--- config.mk ---
export PLATFORM = sky130hd
export DESIGN_NAME = scalar_integer_pipe
export DESIGN_NICKNAME = d
export VERILOG_FILES = /design/src/rtl/scalar_int_pkg.sv /design/src/rtl/sifu_lzc.sv /design/src/rtl/scalar_integer_pipe.sv
export SDC_FILE = /design/constraint.sdc
export NUM_CORES = 1
export LEC_CHECK = 0
export ABC_AREA = 1
export CORE_MARGIN = 1
export CORE_UTILIZATION = 56
export DETAILED_ROUTE_END_ITERATION = 10
export PLACE_DENSITY = 0.77
export RECOVER_POWER = 100
export SYNTH_ARGS = -nofsm -noshare
export SYNTH_HDL_FRONTEND = slang
export SYNTH_SLANG_ARGS = --single-unit
--- constraint.sdc ---
create_clock -name clk -period 6.4 [get_ports clk]
set_input_delay 1.28 -clock clk [delete_from_list [all_inputs] [get_ports clk]]
set_output_delay 1.28 -clock clk [all_outputs]
set_load 0.05 [all_outputs]
--- src/rtl/scalar_int_pkg.sv ---
// Opcodes, subfunction codes and result sizing shared by the scalar integer pipe.
package scalar_int_pkg;

  localparam logic [6:0] OP_SUM  = 7'o104;
  localparam logic [6:0] OP_DIFF = 7'o105;
  localparam logic [6:0] OP_POP  = 7'o106;
  localparam logic [6:0] OP_LZC  = 7'o107;

  localparam int SUB_POP = 0;
  localparam int SUB_PAR = 1;

  // Wide enough to hold the value WIDTH itself (all-zero operand).
  function automatic int lzc_w(input int width);
    return $clog2(width) + 1;
  endfunction

endpackage

--- src/rtl/sifu_lzc.sv ---
// Combinational leading-zero counter, binary tree over a power-of-two WIDTH.
module sifu_lzc import scalar_int_pkg::*; #(
  parameter int WIDTH = 64
) (
  input  logic [WIDTH-1:0]        i_dat,
  output logic [lzc_w(WIDTH)-1:0] o_cnt
);

  localparam int CW   = lzc_w(WIDTH);
  localparam int LVLS = $clog2(WIDTH);

  logic          zero [WIDTH];
  logic [CW-1:0] cnt  [WIDTH];

  always_comb begin
    for (int j = 0; j < WIDTH; j++) begin
      zero[j] = ~i_dat[j];
      cnt[j]  = '0;
    end
    // Node j merges high child 2j+1 over low child 2j; in-place is safe because
    // every write lands at an index no greater than the ones still to be read.
    for (int l = 0; l < LVLS; l++) begin
      for (int j = 0; j < (WIDTH >> (l + 1)); j++) begin
        cnt[j]  = zero[2*j+1] ? CW'(1 << l) + cnt[2*j] : cnt[2*j+1];
        zero[j] = zero[2*j+1] & zero[2*j];
      end
    end
    o_cnt = zero[0] ? CW'(WIDTH) : cnt[0];
  end

endmodule

--- src/rtl/scalar_integer_pipe.sv ---
// Pipelined scalar integer unit (sum, difference, pop/parity, LZC) with tag, error and global hold.
// Define SIFU_OVERFLOW_EN to build signed-overflow detection on o_Ovf; otherwise o_Ovf is tied low.
module scalar_integer_pipe import scalar_int_pkg::*; #(
  parameter int WIDTH  = 64,
  parameter int STAGES = 2,
  parameter int TAG_W  = 3
) (
  input  logic             clk,
  input  logic             rst,
  input  logic             i_Issue,
  input  logic [6:0]       i_Instr,
  input  logic [WIDTH-1:0] i_Sj,
  input  logic [WIDTH-1:0] i_Sk,
  input  logic [TAG_W-1:0] i_Tag,
  input  logic             i_Hold,
  output logic             o_Ready,
  output logic             o_Valid,
  output logic [WIDTH-1:0] o_Si,
  output logic [TAG_W-1:0] o_Tag,
  output logic             o_Err,
  output logic             o_Ovf
);

  localparam int LZW = lzc_w(WIDTH);
  localparam int RS  = STAGES - 1;  // stage 2 onward carry results only

  logic             s1_vld_q, s1_vld_d;
  logic [6:0]       s1_op_q,  s1_op_d;
  logic [WIDTH-1:0] s1_sj_q,  s1_sj_d;
  logic [WIDTH-1:0] s1_sk_q,  s1_sk_d;
  logic [TAG_W-1:0] s1_tag_q, s1_tag_d;

  logic             rs_vld_q [RS];
  logic             rs_vld_d [RS];
  logic [WIDTH-1:0] rs_si_q  [RS];
  logic [WIDTH-1:0] rs_si_d  [RS];
  logic [TAG_W-1:0] rs_tag_q [RS];
  logic [TAG_W-1:0] rs_tag_d [RS];
  logic             rs_err_q [RS];
  logic             rs_err_d [RS];

  logic             accept;
  logic             is_diff;
  logic [WIDTH-1:0] add_b;
  logic [WIDTH-1:0] add_res;
  logic [LZW-1:0]   pop_lvl [WIDTH];
  logic [LZW-1:0]   lzc_cnt;
  logic [WIDTH-1:0] res;
  logic             err;

  assign o_Ready = !i_Hold && !rst;
  assign accept  = i_Issue && o_Ready;

  always_comb begin
    s1_vld_d = s1_vld_q;
    s1_op_d  = s1_op_q;
    s1_sj_d  = s1_sj_q;
    s1_sk_d  = s1_sk_q;
    s1_tag_d = s1_tag_q;
    if (!i_Hold) begin
      s1_vld_d = accept;
      if (accept) begin
        s1_op_d  = i_Instr;
        s1_sj_d  = i_Sj;
        s1_sk_d  = i_Sk;
        s1_tag_d = i_Tag;
      end
    end
  end

  // One adder serves both sum and difference (Sj + ~Sk + 1).
  assign is_diff = (s1_op_q == OP_DIFF);
  assign add_b   = is_diff ? ~s1_sk_q : s1_sk_q;
  assign add_res = s1_sj_q + add_b + WIDTH'(is_diff);

  // Pairwise adder tree, reduced in place level by level.
  always_comb begin
    for (int j = 0; j < WIDTH; j++) pop_lvl[j] = LZW'(s1_sj_q[j]);
    for (int l = 0; l < $clog2(WIDTH); l++) begin
      for (int j = 0; j < (WIDTH >> (l + 1)); j++) begin
        pop_lvl[j] = pop_lvl[2*j] + pop_lvl[2*j+1];
      end
    end
  end

  sifu_lzc #(.WIDTH(WIDTH)) u_lzc (
    .i_dat (s1_sj_q),
    .o_cnt (lzc_cnt)
  );

  always_comb begin
    res = '0;
    err = 1'b0;
    if (s1_vld_q) begin
      case (s1_op_q)
        OP_SUM, OP_DIFF: res = add_res;
        OP_POP: begin
          if (s1_sk_q == WIDTH'(SUB_POP))      res = WIDTH'(pop_lvl[0]);
          else if (s1_sk_q == WIDTH'(SUB_PAR)) res = WIDTH'(^s1_sj_q);
          else                                 err = 1'b1;
        end
        OP_LZC:  res = WIDTH'(lzc_cnt);
        default: err = 1'b1;
      endcase
    end
  end

  always_comb begin
    for (int k = 0; k < RS; k++) begin
      rs_vld_d[k] = rs_vld_q[k];
      rs_si_d[k]  = rs_si_q[k];
      rs_tag_d[k] = rs_tag_q[k];
      rs_err_d[k] = rs_err_q[k];
    end
    if (!i_Hold) begin
      rs_vld_d[0] = s1_vld_q;
      rs_si_d[0]  = res;
      rs_tag_d[0] = s1_vld_q ? s1_tag_q : '0;
      rs_err_d[0] = err;
      for (int k = 1; k < RS; k++) begin
        rs_vld_d[k] = rs_vld_q[k-1];
        rs_si_d[k]  = rs_si_q[k-1];
        rs_tag_d[k] = rs_tag_q[k-1];
        rs_err_d[k] = rs_err_q[k-1];
      end
    end
  end

  always_ff @(posedge clk) begin
    if (rst) begin
      s1_vld_q <= 1'b0;
      s1_op_q  <= '0;
      s1_sj_q  <= '0;
      s1_sk_q  <= '0;
      s1_tag_q <= '0;
      for (int k = 0; k < RS; k++) begin
        rs_vld_q[k] <= 1'b0;
        rs_si_q[k]  <= '0;
        rs_tag_q[k] <= '0;
        rs_err_q[k] <= 1'b0;
      end
    end else begin
      s1_vld_q <= s1_vld_d;
      s1_op_q  <= s1_op_d;
      s1_sj_q  <= s1_sj_d;
      s1_sk_q  <= s1_sk_d;
      s1_tag_q <= s1_tag_d;
      for (int k = 0; k < RS; k++) begin
        rs_vld_q[k] <= rs_vld_d[k];
        rs_si_q[k]  <= rs_si_d[k];
        rs_tag_q[k] <= rs_tag_d[k];
        rs_err_q[k] <= rs_err_d[k];
      end
    end
  end

  assign o_Valid = rs_vld_q[RS-1];
  assign o_Si    = rs_si_q[RS-1];
  assign o_Tag   = rs_tag_q[RS-1];
  assign o_Err   = rs_err_q[RS-1];

`ifdef SIFU_OVERFLOW_EN
  logic ovf;
  logic rs_ovf_q [RS];
  logic rs_ovf_d [RS];

  always_comb begin
    ovf = 1'b0;
    if (s1_vld_q) begin
      if (s1_op_q == OP_SUM)
        ovf = (s1_sj_q[WIDTH-1] == s1_sk_q[WIDTH-1]) && (add_res[WIDTH-1] != s1_sj_q[WIDTH-1]);
      else if (s1_op_q == OP_DIFF)
        ovf = (s1_sj_q[WIDTH-1] != s1_sk_q[WIDTH-1]) && (add_res[WIDTH-1] != s1_sj_q[WIDTH-1]);
    end
  end

  always_comb begin
    for (int k = 0; k < RS; k++) rs_ovf_d[k] = rs_ovf_q[k];
    if (!i_Hold) begin
      rs_ovf_d[0] = ovf;
      for (int k = 1; k < RS; k++) rs_ovf_d[k] = rs_ovf_q[k-1];
    end
  end

  always_ff @(posedge clk) begin
    for (int k = 0; k < RS; k++) begin
      if (rst) rs_ovf_q[k] <= 1'b0;
      else     rs_ovf_q[k] <= rs_ovf_d[k];
    end
  end

  assign o_Ovf = rs_ovf_q[RS-1];
`else
  assign o_Ovf = 1'b0;
`endif

endmodule

* Yosys cells after proc, flatten, opt, wreduce, memory -nomap -nowiden
Memory sizes are Yosys's and may differ from the RTL's.
Cells that the tools add are included.
** Storage, ports and cells
- Register bits after elaboration :: 139
- Bits in writable memories :: 69
- Input port bits :: 142
- Output and inout bits :: 71
- Logic and storage cells :: 341
- Memories :: 4
** Operators by class
- $add $sub $neg :: 96
- Equal/unequal tests :: 5
- Mux-type cells :: 89
- Bitwise logic cells :: 129
- Reductions and logical operators :: 13
** Memories
- rs_si_q :: words 1, bits a word 64, read ports 1, clocked after Yosys merged registers in 0, write ports 1, line scalar_integer_pipe.sv:35 : logic [WIDTH-1:0] rs_si_q [RS];
- rs_tag_q :: words 1, bits a word 3, read ports 1, clocked after Yosys merged registers in 0, write ports 1, line scalar_integer_pipe.sv:37 : logic [TAG_W-1:0] rs_tag_q [RS];
- rs_err_q :: words 1, bits a word 1, read ports 1, clocked after Yosys merged registers in 0, write ports 1, line scalar_integer_pipe.sv:39 : logic rs_err_q [RS];
- rs_vld_q :: words 1, bits a word 1, read ports 1, clocked after Yosys merged registers in 0, write ports 1, line scalar_integer_pipe.sv:33 : logic rs_vld_q [RS];
** Operators by type and width (number)
- 64-bit two-way mux :: 4
- 7-bit two-way mux :: 33
- 64-bit case mux with 3 select lines :: 1
- 2-bit by 7-bit adder with 7-bit output (first input constant) :: 16
- 1-bit inverter :: 65
- 1-bit by 1-bit adder with 2-bit output :: 32
- 64-bit by 1-bit adder with 64-bit output :: 1
- 64-bit adder :: 1
- 64-bit by 1-bit == test with 1-bit output (second input constant) :: 1
- 64-bit zero test :: 1
- 64-bit inverter :: 1
- 64-bit OR reduction :: 1
- 64-bit XOR reduction :: 1
- 1-bit AND :: 63
- 3-bit by 7-bit adder with 7-bit output (first input constant) :: 8
- 2-bit by 2-bit adder with 3-bit output :: 16
- 1-bit two-way mux :: 47
- 3-bit by 3-bit adder with 4-bit output :: 8
- 4-bit by 7-bit adder with 7-bit output (first input constant) :: 4
- 7-bit == test (second input constant) :: 4
- 4-bit by 4-bit adder with 5-bit output :: 4
- 5-bit by 7-bit adder with 7-bit output (first input constant) :: 2
- 5-bit by 5-bit adder with 6-bit output :: 2
- 3-bit two-way mux :: 3
- 9 further kinds :: 13

* Longest topological paths before layout
Gate-level depths: netlist of the first run.
- Depth after elaboration :: 16
- Depth in mapped cells :: 24
- Mapped depth without buffers :: 24

* Modules after synthesis
From an unflattened synthesis of the first run, not the netlist that was laid out.
** Second synthesis, totals
- Cell total of the unflattened synthesis :: 2476
- Area, all modules :: 16369.4 um^2
** Modules (own cells, without submodules)
- scalar_integer_pipe :: instances 1, cells each 2292, area an instance 15537.4 um^2, seq. area each 4164.0 um^2
- sifu_lzc :: instances 1, cells each 184, area an instance 832.0 um^2, seq. area each 0.0 um^2

* Worst setup path before layout of the first run
OpenSTA, ideal clock, no wires.
- Path type :: register to register
- Start :: register s1_sj_q[39]
- End :: memory rs_si_q[0][5]
- Library setup time :: 134 ps
- Data arrival time :: 5681 ps
- Data required time :: 6266 ps
- Path slack :: 585 ps
- Cell stages (with the launch flop) :: 25
- Buffers on the path :: 0
- Period minus slack after synthesis :: 5815 ps
- Path through :: dfxtp_1 > inv_1 > fa_1 > inv_1 > fa_1 > fa_1 > inv_1 > fa_1 > inv_1 > fa_1 > fa_1 > fa_1 > inv_1 > fa_1 > inv_1 > ha_1 > nand3_1 > nand2_1 > nand2_1 > nand2_1 > a21oi_1 > xor2_1 > o211ai_1 > nand2_1 > a21oi_1
** Between the ends
- Word-level cells in the longest chain between the ends :: 14
- Elaborated cells on any way between the ends :: 27
- Classes of those cells :: 8 x add/sub; 12 x mux; 7 x bitwise
** Ends and longest elaborated chain
- start: declaration :: line scalar_integer_pipe.sv:29 : logic [WIDTH-1:0] s1_sj_q, s1_sj_d;
- start signal: assignment :: line scalar_integer_pipe.sv:145 : s1_sj_q <= s1_sj_d;
- parallel branches: the longest is 10 deep, another holds 6-bit by 6-bit adder with 7-bit output
- 64-bit case mux with 3 select lines * :: line scalar_integer_pipe.sv:95 : case (s1_op_q)
- 64-bit two-way mux * :: line scalar_integer_pipe.sv:94 : if (s1_vld_q) begin
- 64-bit two-way mux * :: line scalar_integer_pipe.sv:115 : if (!i_Hold) begin
- 64-bit two-way mux (no line) *
- end: declaration :: line scalar_integer_pipe.sv:35
Mark *: on every way between the ends.

* Worst setup path in the final report of the first run
- Start :: register s1_sj_q[57]
- End :: memory rs_si_q[0][6]
** Between the ends
- Word-level cells in the longest chain between the ends :: 13
- Elaborated cells on any way between the ends :: 27
- Classes of those cells :: 8 x add/sub; 12 x mux; 7 x bitwise
** Ends and longest elaborated chain (line)
- parallel branches: the longest is 9 deep, another holds 6-bit by 6-bit adder with 7-bit output
- 64-bit case mux with 3 select lines * :: scalar_integer_pipe.sv:95
- 64-bit two-way mux * :: scalar_integer_pipe.sv:94
- 64-bit two-way mux * :: scalar_integer_pipe.sv:115
- 64-bit two-way mux (no line) *
Marked as above.

==> results_dict.tcl, run 1 <==
set metrics [dict create \
    dr.pass1.iters 5 \
    critical_path.max_stage_delay_ps 560 \
    tightest_slew_ps 3220 \
    hold_path_class "flip-flop to flip-flop" \
    routabilityCongestion 1.02 \
    start_kind "flip-flop" \
    die_x_um 169 \
    post_drt_wl_per_cell_um 19.4 \
    synth_cell_type_count 52 \
    finalClockSkew_ps 16.9 \
    start_util_pct 57.6 \
    synthFlopType "dfxtp_1" \
    yosysSeqAreaShare_pct 26.6 \
    power_density_nw_per_um2 236 \
    fin_setup_tns_ps 0 \
    dp_slack_ps 199 \
    core_um2 27200 \
    clock.fmax_mhz 162 \
    clk_latency_ps 540 \
    clk_pin_slew_ps 60 \
    cp.depth 23 \
    grt_usage_pct 37.5 \
    htree_num_levels 1 \
    cpMostUsedCell "fa_1" \
    rsz0062_at_grt "false" \
    min_period_ps 6190 \
    grt_max_degree 101 \
    viasPerCell 5.70 \
    worst_setup_path_end_kind "flip-flop" \
    routed_wl_mm 54.2 \
    path_class "flip-flop to flip-flop" \
    fin_ws_ps 211 \
    synth_common_cells "343 x inv_1, 340 x nand2_1, 299 x a21oi_1" \
    slew_violations 258 \
    avgSynthCellArea_um2 7.00 \
    antenna_cells 0 \
    grt_pass1_wl_mm 82.0 \
    status "finished with violations" \
    p_leak_nw 8.00 \
    syn_to_final_growth_pct 19.4 \
    crit_path_max_fanout 4 \
    nets 2715 \
    cts_tree "built" \
    final_hold_viol_count 0 \
    synth_edf_count 0 \
    dp_hpwl_mm 43.8 \
    dp_cells 2755 \
    crit_slowest_cell "fa_1" \
    ir_drop_mv 0.224 \
    yosysTopAreaCell "dfxtp_1" \
    cp_num_buf_inv 6 \
    row_count 60 \
    io_buffers 211 \
    antenna_left 0 \
    fin_crit_sh_pct 96.7 \
    cts_resized 0 \
    synth_cells 2237 \
    crit_family "adder cells" \
    synthTopCellsByArea "dfxtp_1 27%, a21oi_1 9.6%, ha_1 8.7%" \
    ys_warn_count 0 \
    holdPathStages 2 \
    netlist_area_um2 15700 \
    root_buffer "clkbuf_16" \
    grt_pass1_vias 15000 \
    synth_fp_nets 2543 \
    finalSetupViolCount 0 \
    ys_seq_elements 208 \
    finalHoldWorstSlack_ps 458 \
    drive_above_1_share_pct 4.04 \
    fp.dieH_um 169 \
    drc_errors 0 \
    drv_cap 3 \
    critical_path_arrival_ps 6570 \
    hold_buffers 0 \
    vias 15900 \
    slew_headroom_pct -115 \
    clk_path_buf_depth 3 \
    ys_async_sr_fraction_pct 0 \
    stdcell_count 2799 \
    worstPathRequired_ps 6780 \
    cts_buffers 24 \
    post_cts_buffers 0 \
    clock-sinks 208 \
    drt_iter0_markers 1693 \
    grt-ovfl-total 0 \
    yosys.area.top_type_share_pct 26.6 \
    reg2reg_depth 23 \
    violations "max-capacitance violations, max-slew violations" \
    crit_chain "inv_1, fa_1, fa_1, inv_1, fa_1, inv_1, fa_1, fa_1, fa_1, fa_1, fa_1, inv_1, ha_1, inv_1, fa_2, inv_1, a31oi_1, nor2_1, o21a_1, nor2_1, o211ai_1, nand2_1, a21oi_1" \
    yosysMostFrequentCell "inv_1" \
    ioPinCount 213 \
    dieArea_um2 28600 \
    antenna_found_initial 0 \
]
## layout by cell type, fill, tap and decap left out, types with 4 or more instances in the layout
| cell type | instances |
|---|---|
| xnor2_1 | 22 |
| ha_1 | 109 |
| xor2_1 | 75 |
| inv_1 | 345 |
| nor4_1 | 18 |
| nor2_1 | 164 |
| o21a_1 | 6 |
| clkdlybuf4s50_1 | 139 |
| o2111ai_1 | 4 |
| dlygate4sd3_1 | 70 |
| o211ai_1 | 6 |
| clkinv_2 | 8 |
| nor3_1 | 21 |
| a21boi_0 | 23 |
| nand3_1 | 92 |
| clkbuf_16 | 24 |
| fa_1 | 54 |
| nand4_1 | 16 |
| nand3b_1 | 8 |
| a21o_1 | 14 |
| nand3_2 | 4 |
| dfxtp_1 | 208 |
| or2_2 | 12 |
| a31oi_1 | 12 |
| nand2_1 | 352 |
| a21oi_2 | 5 |
| a21oi_1 | 302 |
| buf_4 | 5 |
| o21bai_1 | 10 |
| o21ai_0 | 238 |
| clkinvlp_4 | 6 |
| nand2_2 | 12 |
## state kept, by name (all words and copies together), names as in the netlist
| register | count |
|---|---|
| rs_tag_q | 3 |
| rs_err_q | 1 |
| s1_sk_q | 64 |
| s1_sj_q | 64 |
| rs_vld_q | 1 |
| s1_tag_q | 3 |
| s1_vld_q | 1 |
| rs_si_q | 64 |
| s1_op_q | 7 |
## cell families (layout without fill, tap and decap cells)
group	count (synthesis)	after routing	share of synthesized area (%)
AND/OR/NAND/NOR	713	713	20.0
AO/OA/AOI/OAI	634	634	22.0
buffers and inverters	420	610	10.2
flip-flops	208	208	26.6
adder cells (fa/ha/maj)	164	164	15.7
XOR/XNOR	97	97	5.42
other	1	1	0.0239
## power by group
part           leakage [nW]  total [W]  internal, W  switching, W
Sequential             1.69    0.00138      0.00134     0.0000363
Clock                 0.382    0.00140     0.000796      0.000606
Combinational          5.93    0.00164     0.000674      0.000969
Total                  8.00    0.00442      0.00281       0.00161
## worst register-to-register path, delay by kind of cell (launching register included)
kind,cells,cell delay (ps)
DFF,1,350
AOI/OAI and AO/OA,4,610
and+or+nand+nor,3,260
buffers and inverters,6,370
adders and majority gates,10,4440
## routing by layer
| layer | part of all wire, % | track usage (%) | wire, um | vias to the layer above |
|---|---|---|---|---|
| met1 | 44 | 51.7 | 23900 | 7409 |
| met2 | 43 | 58.5 | 23500 | 739 |
| met4 | 3.2 | 11.6 | 1730 | 0 |
| met5 | 0 | 0 | 0 | - |
| li1 | - | - | - | 7694 |
| met3 | 9.4 | 7.91 | 5090 | 103 |
## area by class of cell
type / count / area (um2)
flip-flops and latches: 208 / 4160
fillers: 2378 / 8470
clock buffers: 26 / 628
inverters: 347 / 1300
well taps: 372 / 465
clock inverters: 18 / 170
multi-input cells: 1609 / 9820
repair buffers: 219 / 2150
## per-stage QoR
stage / instance area (um2) / total power (W) / utilization (%)
after floorplan: 15700 / 0.00252 / -
after global placement: 18000 / 0.00299 / 66.3
after detailed placement: 18000 / 0.00300 / 66.3
after CTS: 18800 / 0.00440 / 69.2
after global routing: 18700 / 0.00466 / 68.8
final: 18700 / 0.00442 / 68.8
## worst paths after layout
| check | slack, ps | end | from |
|---|---|---|---|
| min reg2reg | 460 | rs_si_q[0][51]$_SDFFE_PP0N_ | rs_si_q[0][51]$_SDFFE_PP0N_ |
| min | 460 | rs_si_q[0][51]$_SDFFE_PP0N_ | rs_si_q[0][51]$_SDFFE_PP0N_ |
| max reg2reg | 210 | rs_si_q[0][6]$_SDFFE_PP0N_ | s1_sj_q[57]$_SDFFE_PP0P_ |
| max | 210 | rs_si_q[0][6]$_SDFFE_PP0N_ | s1_sj_q[57]$_SDFFE_PP0P_ |
No activity file was read; power rests on OpenSTA's default activity.
==> inputs of run 2 (changes only) <==
- SKIP_LAST_GASP: default -> 1
==> results of run 2 <==
Same layout as run 1: the final DEF is identical, and so are final timing and power.
